<file path="config.mk">
export PLATFORM = sky130hd
export DESIGN_NAME = overlap_ctrl_flat
export DESIGN_NICKNAME = d
export VERILOG_FILES = /design/src/rtl/overlap_ctrl_if.sv /design/src/rtl/overlap_ctrl.sv /design/src/flat_wrapper.sv
export SDC_FILE = /design/constraint.sdc
export NUM_CORES = 1
export LEC_CHECK = 0
export CAP_MARGIN = 20
export CORE_UTILIZATION = 49
export CTS_BUF_LIST = sky130_fd_sc_hd__clkbuf_2
export CTS_CLUSTER_SIZE = 14
export DETAILED_ROUTE_END_ITERATION = 12
export PLACE_DENSITY = 0.84
export SYNTH_ARGS = -nofsm -noshare
export SYNTH_HDL_FRONTEND = slang
export SYNTH_SLANG_ARGS = --single-unit
</file>
<file path="constraint.sdc">
create_clock -name clock -period 4.4 [get_ports clock]
set_input_delay 1.32 -clock clock [delete_from_list [all_inputs] [get_ports clock]]
set_output_delay 1.32 -clock clock [all_outputs]
set_load 0.02 [all_outputs]
</file>
<file path="src/rtl/overlap_ctrl_if.sv">
// Handshake and strobe bundle between overlap_ctrl and the window RAM / overlap / downstream side.
// OVERLAP_CTRL_STALL_CNT_EN adds the stall_count observation output.
interface overlap_ctrl_if #(
    parameter int BEAT_AW = 7
);
    logic               start;
    logic               busy;
    logic               done;
    logic               mem_rd;
    logic               mem_sel;
    logic [BEAT_AW-1:0] mem_addr;
    logic               mem_oe;
    logic               ovl_load;
    logic               ovl_action;
    logic               out_valid;
    logic               out_ready;
    logic [BEAT_AW-1:0] out_addr;
`ifdef OVERLAP_CTRL_STALL_CNT_EN
    logic [15:0]        stall_count;
`endif

    modport master (
`ifdef OVERLAP_CTRL_STALL_CNT_EN
        output stall_count,
`endif
        input  start, out_ready,
        output busy, done, mem_rd, mem_sel, mem_addr, mem_oe,
        output ovl_load, ovl_action, out_valid, out_addr
    );

    modport slave (
`ifdef OVERLAP_CTRL_STALL_CNT_EN
        input  stall_count,
`endif
        output start, out_ready,
        input  busy, done, mem_rd, mem_sel, mem_addr, mem_oe,
        input  ovl_load, ovl_action, out_valid, out_addr
    );
endinterface

</file>
<file path="src/rtl/overlap_ctrl.sv">
// Beat sequencer for the AAC overlap/add datapath; owns dataBus arbitration (RAM vs overlap).
// Define OVERLAP_CTRL_STALL_CNT_EN to add the saturating backpressure counter stall_count.
//
// state  | meaning
// IDLE   | waiting for start
// FA     | read previous-window tail beat
// LA     | RAM drives bus, overlap loads pcm1
// FB     | read current-window head beat
// LB     | RAM drives bus, overlap loads pcm2
// SUM    | overlap registers pcm1+pcm2
// DRV    | overlap drives bus, beat offered downstream until out_ready
// DONE   | one-cycle frame-complete pulse
module overlap_ctrl #(
    parameter int HALF_WINDOW = 512,
    parameter int BEAT_AW     = 7
) (
    input  logic           clock,
    input  logic           reset,
    overlap_ctrl_if.master ovl
);
    localparam logic [BEAT_AW-1:0] LAST_BEAT = BEAT_AW'(HALF_WINDOW / 4 - 1);

    typedef enum logic [2:0] {
        S_IDLE, S_FA, S_LA, S_FB, S_LB, S_SUM, S_DRV, S_DONE
    } state_t;

    state_t             state_q, state_d;
    logic [BEAT_AW-1:0] beat_q, beat_d;

    always_ff @(posedge clock or negedge reset) begin
        if (!reset) begin
            state_q <= S_IDLE;
            beat_q  <= '0;
        end else begin
            state_q <= state_d;
            beat_q  <= beat_d;
        end
    end

    // Outputs depend only on state_q/beat_q; out_ready only steers the next state.
    always_comb begin
        state_d        = state_q;
        beat_d         = beat_q;
        ovl.busy       = (state_q != S_IDLE);
        ovl.done       = 1'b0;
        ovl.mem_rd     = 1'b0;
        ovl.mem_sel    = 1'b0;
        ovl.mem_addr   = '0;
        ovl.mem_oe     = 1'b0;
        ovl.ovl_load   = 1'b0;
        ovl.ovl_action = 1'b0;
        ovl.out_valid  = 1'b0;
        ovl.out_addr   = '0;
        case (state_q)
            S_IDLE: begin
                if (ovl.start) state_d = S_FA;
            end
            S_FA: begin
                ovl.mem_rd   = 1'b1;
                ovl.mem_addr = beat_q;
                state_d      = S_LA;
            end
            S_LA: begin
                ovl.mem_oe   = 1'b1;
                ovl.ovl_load = 1'b1;
                state_d      = S_FB;
            end
            S_FB: begin
                ovl.mem_rd   = 1'b1;
                ovl.mem_sel  = 1'b1;
                ovl.mem_addr = beat_q;
                state_d      = S_LB;
            end
            S_LB: begin
                ovl.mem_oe   = 1'b1;
                ovl.ovl_load = 1'b1;
                state_d      = S_SUM;
            end
            S_SUM: begin
                state_d = S_DRV;
            end
            S_DRV: begin
                ovl.ovl_action = 1'b1;
                ovl.out_valid  = 1'b1;
                ovl.out_addr   = beat_q;
                if (ovl.out_ready) begin
                    if (beat_q == LAST_BEAT) begin
                        state_d = S_DONE;
                    end else begin
                        beat_d  = beat_q + 1'b1;
                        state_d = S_FA;
                    end
                end
            end
            S_DONE: begin
                ovl.done = 1'b1;
                beat_d   = '0;
                state_d  = S_IDLE;
            end
            default: begin
                state_d = S_IDLE;
                beat_d  = '0;
            end
        endcase
    end

`ifdef OVERLAP_CTRL_STALL_CNT_EN
    logic [15:0] stall_q;

    always_ff @(posedge clock or negedge reset) begin
        if (!reset) begin
            stall_q <= '0;
        end else if (state_q == S_IDLE && ovl.start) begin
            stall_q <= '0;
        end else if (state_q == S_DRV && !ovl.out_ready && stall_q != 16'hFFFF) begin
            stall_q <= stall_q + 16'd1;
        end
    end

    assign ovl.stall_count = stall_q;
`endif
endmodule

</file>
<file path="src/flat_wrapper.sv">
// flat-port wrapper written by rule: the top's interface ports become plain ports
module overlap_ctrl_flat 
#(
    parameter int HALF_WINDOW = 512,
    parameter int BEAT_AW     = 7
)
  (clock, reset, ovl_start, ovl_out_ready, ovl_busy, ovl_done, ovl_mem_rd, ovl_mem_sel, ovl_mem_addr, ovl_mem_oe, ovl_ovl_load, ovl_ovl_action, ovl_out_valid, ovl_out_addr);
  overlap_ctrl_if #(.BEAT_AW(BEAT_AW)) ovl_i ();
  input  logic clock;
  input  logic reset;
  input wire logic [$bits(ovl_i.start)-1:0] ovl_start;
  input wire logic [$bits(ovl_i.out_ready)-1:0] ovl_out_ready;
  output wire logic [$bits(ovl_i.busy)-1:0] ovl_busy;
  output wire logic [$bits(ovl_i.done)-1:0] ovl_done;
  output wire logic [$bits(ovl_i.mem_rd)-1:0] ovl_mem_rd;
  output wire logic [$bits(ovl_i.mem_sel)-1:0] ovl_mem_sel;
  output wire logic [$bits(ovl_i.mem_addr)-1:0] ovl_mem_addr;
  output wire logic [$bits(ovl_i.mem_oe)-1:0] ovl_mem_oe;
  output wire logic [$bits(ovl_i.ovl_load)-1:0] ovl_ovl_load;
  output wire logic [$bits(ovl_i.ovl_action)-1:0] ovl_ovl_action;
  output wire logic [$bits(ovl_i.out_valid)-1:0] ovl_out_valid;
  output wire logic [$bits(ovl_i.out_addr)-1:0] ovl_out_addr;
  assign ovl_i.start = ovl_start;
  assign ovl_i.out_ready = ovl_out_ready;
  assign ovl_busy = ovl_i.busy;
  assign ovl_done = ovl_i.done;
  assign ovl_mem_rd = ovl_i.mem_rd;
  assign ovl_mem_sel = ovl_i.mem_sel;
  assign ovl_mem_addr = ovl_i.mem_addr;
  assign ovl_mem_oe = ovl_i.mem_oe;
  assign ovl_ovl_load = ovl_i.ovl_load;
  assign ovl_ovl_action = ovl_i.ovl_action;
  assign ovl_out_valid = ovl_i.out_valid;
  assign ovl_out_addr = ovl_i.out_addr;
  overlap_ctrl #(.HALF_WINDOW(HALF_WINDOW), .BEAT_AW(BEAT_AW)) u_core (.clock(clock), .reset(reset), .ovl(ovl_i));
endmodule
</file>
Word level (Yosys, flattened, before mapping) --
Index checks and enable logic that the tools add are counted. W data, S select, Z words.
Cells by class: reduce and logical (&&, ||, !) cells 7, $add $sub $neg 1, equal/unequal tests 11, muxes and demuxes 14
Operators by type and width (number):
- $mux W7 | 4
- $pmux W3 S8 | 1
- $pmux W7 S2 | 1
- $eq A3 B3 Y1 const B | 4
- $mux W3 | 3
- $add A7 B1 Y7 const B | 1
- $eq A7 B7 Y1 const B | 1
- $eq A3 B2 Y1 const B | 2
- $ne A2 B2 Y1 const B | 3
- $mux W1 | 5
- $reduce_or A2 Y1 | 2
- $eq A3 B1 Y1 const B | 1
- $logic_not A3 Y1 | 1
- $reduce_and A3 Y1 | 1
- $reduce_bool A3 Y1 | 1
- $reduce_and A2 Y1 | 1
- $reduce_bool A2 Y1 | 1
Storage, ports and cells: word-level logic and storage cells 35, register bits after elaboration 10, output and inout bits 22

Logic depth before layout (Yosys ltp) --
Gate-level depths: netlist (run 1).
depth after elaboration 4, depth in mapped cells 6

Least setup slack after synthesis (run 1) --
No wires, ideal clock.
kind reg-to-output, from reg u_core.state_q[2], to out ovl_out_addr[0], data arrival time 1.399 ns, required time 3.080 ns, path buffers 1, path slack 1.681 ns, stages on the path, launching flop included 5, path through dfrtp_1 buf_4 nand2_1 nor2_1 and2_1
Between the ends: cells in the longest elaborated chain, start to end 2
RTL lines:
- from (decl) | RTL line overlap_ctrl.sv:27 | state_t state_q, state_d;
- from (signal assigned) | RTL line overlap_ctrl.sv:35 | state_q <= state_d;
- $eq A3 B3 Y1 | RTL line overlap_ctrl.sv:54 | case (state_q)
- $mux W7 | RTL line overlap_ctrl.sv:54
- to (decl) | RTL line flat_wrapper.sv:22 | output wire logic [$bits(ovl_i.out_addr)-1:0] ovl_out_addr;
Every way passes these cells.

Worst setup path after layout (run 1) --
from reg u_core.state_q[2], to out ovl_out_addr[5]
Same word-level chain as after synthesis.

==> results of run 1 <==
[power breakdown]
group          internal [uW]  switching (uW)  total, uW
Clock                   19.7            34.7       54.5
Combinational            193             196        388
Sequential               127            70.5        197
[stage by stage]
stage,hold slack (ns),cells,power [uW],setup slack (ns),cell area (um^2)
after detailed placement,0.576,110,587,1.13,936
after floorplan,0.522,79,454,1.68,723
after CTS,0.595,114,641,0.811,955
after global routing,0.623,114,683,0.638,955
after global placement,0.562,110,574,1.16,936
final,0.597,114,640,0.789,955
[how the worst min path moves through the flow]
stage,from,slack (ns),endpoint,cells after the start
final,u_core.beat_q[1],0.60,u_core.beat_q[1],2
after global routing,u_core.beat_q[1],0.62,u_core.beat_q[1],2
after detailed placement,u_core.beat_q[1],0.58,u_core.beat_q[1],2
after CTS,u_core.beat_q[1],0.60,u_core.beat_q[1],2
after global placement,u_core.beat_q[1],0.56,u_core.beat_q[1],2
after floorplan,u_core.beat_q[1],0.52,u_core.beat_q[1],2
[per-layer routing]
metal,vias up,GRT usage,wire (um)
met5,-,0,0
met4,0,0.100,25
met3,5,0.0333,67
met2,25,0.345,795
met1,314,0.308,770
li1,321,-,-
[worst max-delay path, delay by kind of cell, from the launching register on]
kind / cells / cell delay [ns]
and+or+nand+nor: 3 / 0.90
DFF: 1 / 0.51
buffers and inverters: 1 / 0.60
[cell type report]
class | instances | share of cell area
Clock inverter | 1 | 0.00393
Multi-Input combinational cell | 56 | 0.421
Inverter | 4 | 0.0157
Clock buffer | 3 | 0.0157
Sequential cell | 10 | 0.262
Timing Repair Buffer | 25 | 0.262
Tap cell | 15 | 0.0197
[placed cells by master (no fill, tap or decap), types with 2 or more instances in the layout]
master	Yosys	layout
nor3_1	4	4
nand2_1	2	2
dfrtp_1	10	10
nand4_1	2	2
clkbuf_2	0	3
and2_1	15	15
and3_1	2	2
nor2_1	3	3
clkdlybuf4s50_1	0	25
nand2b_1	2	2
inv_1	4	4
a41oi_1	4	4
[state kept, by name, summed over array words and instances (netlist names)]
register	flops
u_core.beat_q	7
u_core.state_q	3
[kinds of logic after synthesis]
logic type | after synthesis | synth area share
mux | 1 | 0.0156
fa+ha+maj | 1 | 0.0173
compound gates | 15 | 0.185
xor+xnor | 1 | 0.0121
buf+inv | 13 | 0.0986
flops | 10 | 0.346
simple gates | 38 | 0.325
==> results.ini, run 1 <==
[status]
status=finished, final reports clean

[clock_tree]
cts_resized=0
cts_sinks=10
cts_buffers=3
cts_tree=done
clk_latency_ns=0.27
clk_path_buf_depth=2
root_buffer=clkbuf_2
cts_max_level=1
holdBufCountCts=0
postCtsSetupBuffers=0
clk_pin_slew_ns=0.12

[critical_path]
reg2reg_from=u_core.beat_q[0]
crit_chain=nand2_1 -> nor2_1 -> and2_1 -> clkdlybuf4s50_1
critical-path-max-stage-delay_ns=0.60
cp-startpoint=u_core.state_q[2]
start_kind=flip-flop
r2r_cells=5
r2r_end=u_core.beat_q[5]
worst-path-max-fanout=9
crit_slowest_cell=clkdlybuf4s50_1
path_class=reg -> out
rrSetupSlack_ns=2.52
arrival_ns=2.29
crit_required_ns=3.08
critPathCaptureType=output port
cp-endpoint=ovl_out_addr[5]

[worst_hold_path]
hold_class=reg -> reg

[sta]
rsz0062_at_grt=no
setup-tns-final_ns=0
max_freq_mhz=277
skew_ns=0.0149
maxSlewHeadroom=0.663
min_period_ns=3.61
final_max_slew_viol_count=0
setup_viol=0
finalCritPeriodShare=0.821
worst_slew_pin_slew_ns=0.504
hold_viol_final=0

[yosys]
ys_top_cells_by_area=dfrtp_1 (35%), and2_1 (13%), a41oi_1 (4.8%)
yosysSeqAreaShare=0.346
yosysTopAreaCellShare=0.346
synthMostInstantiatedCell=and2_1
synth_edf_count=0
synth_top_area_cell=dfrtp_1
synth_common_cells=and2_1 (15), dfrtp_1 (10)
synth_cell_types=35
synthArstFlopShare=1.00
synth-main-ff-cell=dfrtp_1
synth.avg_cell_area_um2=9.15
yosysWarnings=0
synthCells=79
ys_ff_latch=10
syn_nets=84
synthesis.area_um2=723

[drt]
drtAntennaViolNets=0
post_drt_wl_per_cell_um=14.6
drtIter0Drc=13
firstDrtPassIters=4
vias=665
via_per_inst=5.83
drc=0
drt-total-wl_um=1660

[floorplanning]
io_pins=26
die_x_um=40.4
die_y_um=40.4
dieArea_mm2=0.00163
initial_core_util=0.542
rows=13
coreArea_mm2=0.00133

[pwr]
ir_worst_vdd_v=0.000398
power.density_mw_per_mm2=671
leakage_uw=0.000384

[global_routing]
grt_pass1_wl_um=2420
grt_usage=0.225
grt_pass1_vias=515
grt_max_degree=17
antenna_found_initial=0
globalRouteOverflowTotal=0

[final_layout]
multi_input_area_um2=402
nets=105
fin_util=0.716
diodes=0
drive_gt1_frac=0.0707
regArea_um2=250
area_delta_synth_final_pct=32.0
fillCellCount=104

[placement]
gp_congestion=0.837
port_buffers=25
place_hpwl_um=1190

[flow_run]
drv_cap=0

(Power assumes the default switching activity.)
==> run 2: changes to the inputs <==
--- a/config.mk
+++ b/config.mk
@@ -6,11 +6,11 @@
 export NUM_CORES = 1
 export LEC_CHECK = 0
 export CAP_MARGIN = 20
-export CORE_UTILIZATION = 49
+export CORE_UTILIZATION = 41
 export CTS_BUF_LIST = sky130_fd_sc_hd__clkbuf_2
 export CTS_CLUSTER_SIZE = 14
 export DETAILED_ROUTE_END_ITERATION = 12
-export PLACE_DENSITY = 0.84
+export PLACE_DENSITY = 0.74
 export SYNTH_ARGS = -nofsm -noshare
 export SYNTH_HDL_FRONTEND = slang
 export SYNTH_SLANG_ARGS = --single-unit
==> constraint.sdc (replaced) <==
create_clock -name clock -period 3.2 [get_ports clock]
set_input_delay 0.96 -clock clock [delete_from_list [all_inputs] [get_ports clock]]
set_output_delay 0.96 -clock clock [all_outputs]
set_load 0.02 [all_outputs]
==> results.ini, run 2 (synthesis results as in run 1) <==
[critical_path]
reg2reg_from=u_core.beat_q[0]  ; unchanged
crit_chain=nand2_1 -> nor2_1 -> buf_4 -> and2_1 -> clkdlybuf4s50_1  ; was nand2_1 -> nor2_1 -> and2_1 -> clkdlybuf4s50_1
crit_slowest_cell=clkdlybuf4s50_1  ; unchanged
arrival_ns=2.02  ; was 2.29 ns
worst-path-max-fanout=9  ; unchanged
start_kind=flip-flop  ; unchanged
r2r_cells=5  ; unchanged
critPathCaptureType=output port  ; unchanged
critical-path-max-stage-delay_ns=0.60  ; about the same
path_class=reg -> out  ; unchanged
crit_required_ns=2.24  ; was 3.08 ns
r2r_end=u_core.beat_q[5]  ; unchanged
rrSetupSlack_ns=1.33  ; was 2.52 ns

[clock_tree]
cts_tree=done  ; unchanged
cts_buffers=3  ; unchanged
cts_sinks=10  ; unchanged
clk_path_buf_depth=2  ; unchanged
root_buffer=clkbuf_2  ; unchanged
clk_pin_slew_ns=0.11  ; was 0.12 ns
holdBufCountCts=0  ; unchanged
cts_max_level=1  ; unchanged
postCtsSetupBuffers=0  ; unchanged
cts_resized=0  ; unchanged
clk_latency_ns=0.27  ; about the same

[drt]
post_drt_wl_per_cell_um=13.7  ; was 14.6 um
drtAntennaViolNets=0  ; unchanged
drc=3  ; was 0
firstDrtPassIters=8  ; was 4
vias=669  ; was 665
via_per_inst=5.67  ; was 5.83
drtIter0Drc=10  ; was 13
drt-total-wl_um=1610  ; was 1660 um

[sta]
fin_ws_ns=0.221  ; was 0.789 ns
setup-tns-final_ns=0  ; unchanged
skew_ns=0.00310  ; was 0.0149 ns
final_max_slew_viol_count=0  ; unchanged
worst_slew_pin_slew_ns=0.483  ; was 0.504 ns
rsz0062_at_grt=no  ; unchanged
max_freq_mhz=336
hold_viol_final=0  ; unchanged
maxSlewHeadroom=0.677  ; was 0.663
min_period_ns=2.98
finalCritPeriodShare=0.931
setup_viol=0  ; unchanged

[global_routing]
grt_util_met2=0.332  ; was 0.345
grt_pass1_wl_um=2910  ; was 2420 um
globalRouteOverflowTotal=0  ; unchanged
grt_max_degree=16  ; was 17
busiest_layer=met2  ; unchanged
grtUsageMet3=0.0458  ; was 0.0333
use_met1=0.258  ; was 0.308
antenna_found_initial=0  ; unchanged
grt_pass1_vias=626  ; was 515
grt_usage=0.210  ; was 0.225

[pwr]
p_sw_uw=413  ; was 301 uW
swShare=0.459  ; was 0.470
pwr-share-clk=0.083  ; was 0.085
comb_power_share=0.642  ; was 0.607
ir_worst_vdd_v=0.000476  ; was 0.000398 V
internal_power_uw=488  ; was 339 uW
leakage_uw=0.000400  ; was 0.000384 uW
seq_power_share=0.275  ; was 0.308
power.density_mw_per_mm2=920  ; was 671 mW/mm^2

[flow_run]
drv_cap=0  ; unchanged

[floorplanning]
coreArea_mm2=0.00158  ; was 0.00133 mm^2
die_y_um=44  ; was 40.4 um
initial_core_util=0.459  ; was 0.542
dieArea_mm2=0.00194  ; was 0.00163 mm^2
io_pins=26  ; unchanged
die_x_um=44  ; was 40.4 um
rows=14  ; was 13

[placement]
port_buffers=25  ; unchanged
place_area_um2=960  ; was 936 um^2
place_ws_ns=0.545  ; was 1.13 ns
place_hpwl_um=1200  ; was 1190 um
gp_congestion=0.749  ; was 0.837

[status]
status=finished with violations  ; was finished, final reports clean
violations=DRC

[worst_hold_path]
hp-start=u_core.beat_q[1]  ; unchanged
hold_class=reg -> reg  ; unchanged
holdPathEnd=u_core.beat_q[1]  ; unchanged
worstHoldPathCells=2  ; unchanged

[final_layout]
fin_util=0.621  ; was 0.716
diodes=0  ; unchanged
fin_area_um2=978  ; was 955 um^2
final_common_cell=clkdlybuf4s50_1  ; unchanged
largest_register_ff_count=7  ; unchanged
area_delta_synth_final_pct=35.3  ; was 32.0%
drive_gt1_frac=0.0980  ; was 0.0707
reg_top3=u_core.beat_q: 7 flops, u_core.state_q: 3 flops  ; unchanged
regMostFlops=u_core.beat_q  ; unchanged
fillCellCount=143  ; was 104
layout_common_cells=clkdlybuf4s50_1 (25), and2_1 (15), dfrtp_1 (10)  ; unchanged
nets=108  ; was 105

## run 2: worst max-delay path by stage
stage	slack, ns	end	cells past startpoint	from
6_report	0.22	ovl_out_addr[5]	5	u_core.state_q[2]
5_1_grt	0.03	ovl_out_addr[6]	5	u_core.state_q[2]
4_1_cts	0.21	ovl_out_addr[5]	5	u_core.state_q[2]
3_5_place_dp	0.55	ovl_out_addr[5]	5	u_core.state_q[2]
3_3_place_gp	0.59	ovl_out_addr[6]	5	u_core.state_q[2]
2_1_floorplan	0.84	ovl_out_addr[0]	4	u_core.state_q[2]
## run 2: final cells by class
type	count	area (um^2)	area share
repair buffers	28	273	0.279
clock inverters	1	3.75	0.00384
clock buffers	3	15.0	0.0153
inverters	4	15.0	0.0153
flip-flops and latches	10	250	0.256
well taps	16	20.0	0.0205
multi-input cells	56	402	0.410
## run 2: layer usage
metal | part of all wire | vias to the layer above | routed length, um
met2 | 0.46 | 22 | 738
met4 | 0.025 | 0 | 41
li1 | - | 327 | -
met5 | 0 | - | 0
met3 | 0.058 | 5 | 93
met1 | 0.46 | 315 | 739
## run 2: critical path, delay by kind of cell, from the launching register on
kind / cells / cell delay, ns
simple gates: 3 / 0.50
buf+inv: 2 / 0.76
flops: 1 / 0.49
## run 2: power by group through the flow
stage          clock network [uW]  registers (uW)  logic (uW)
3_5_place_dp                    0             251         580
4_1_cts                      78.4             247         582
3_3_place_gp                    0             246         575
6_report                     75.0             248         578
2_1_floorplan                   0             218         406
5_1_grt                      84.7             262         631
## run 2: metrics by stage
stage	hold WS, ns	std cells	total power, uW
after floorplan	0.522	79	625
after global placement	0.571	114	821
after detailed placement	0.582	114	831
after CTS	0.609	118	908
after global routing	0.639	118	978
final	0.599	118	900
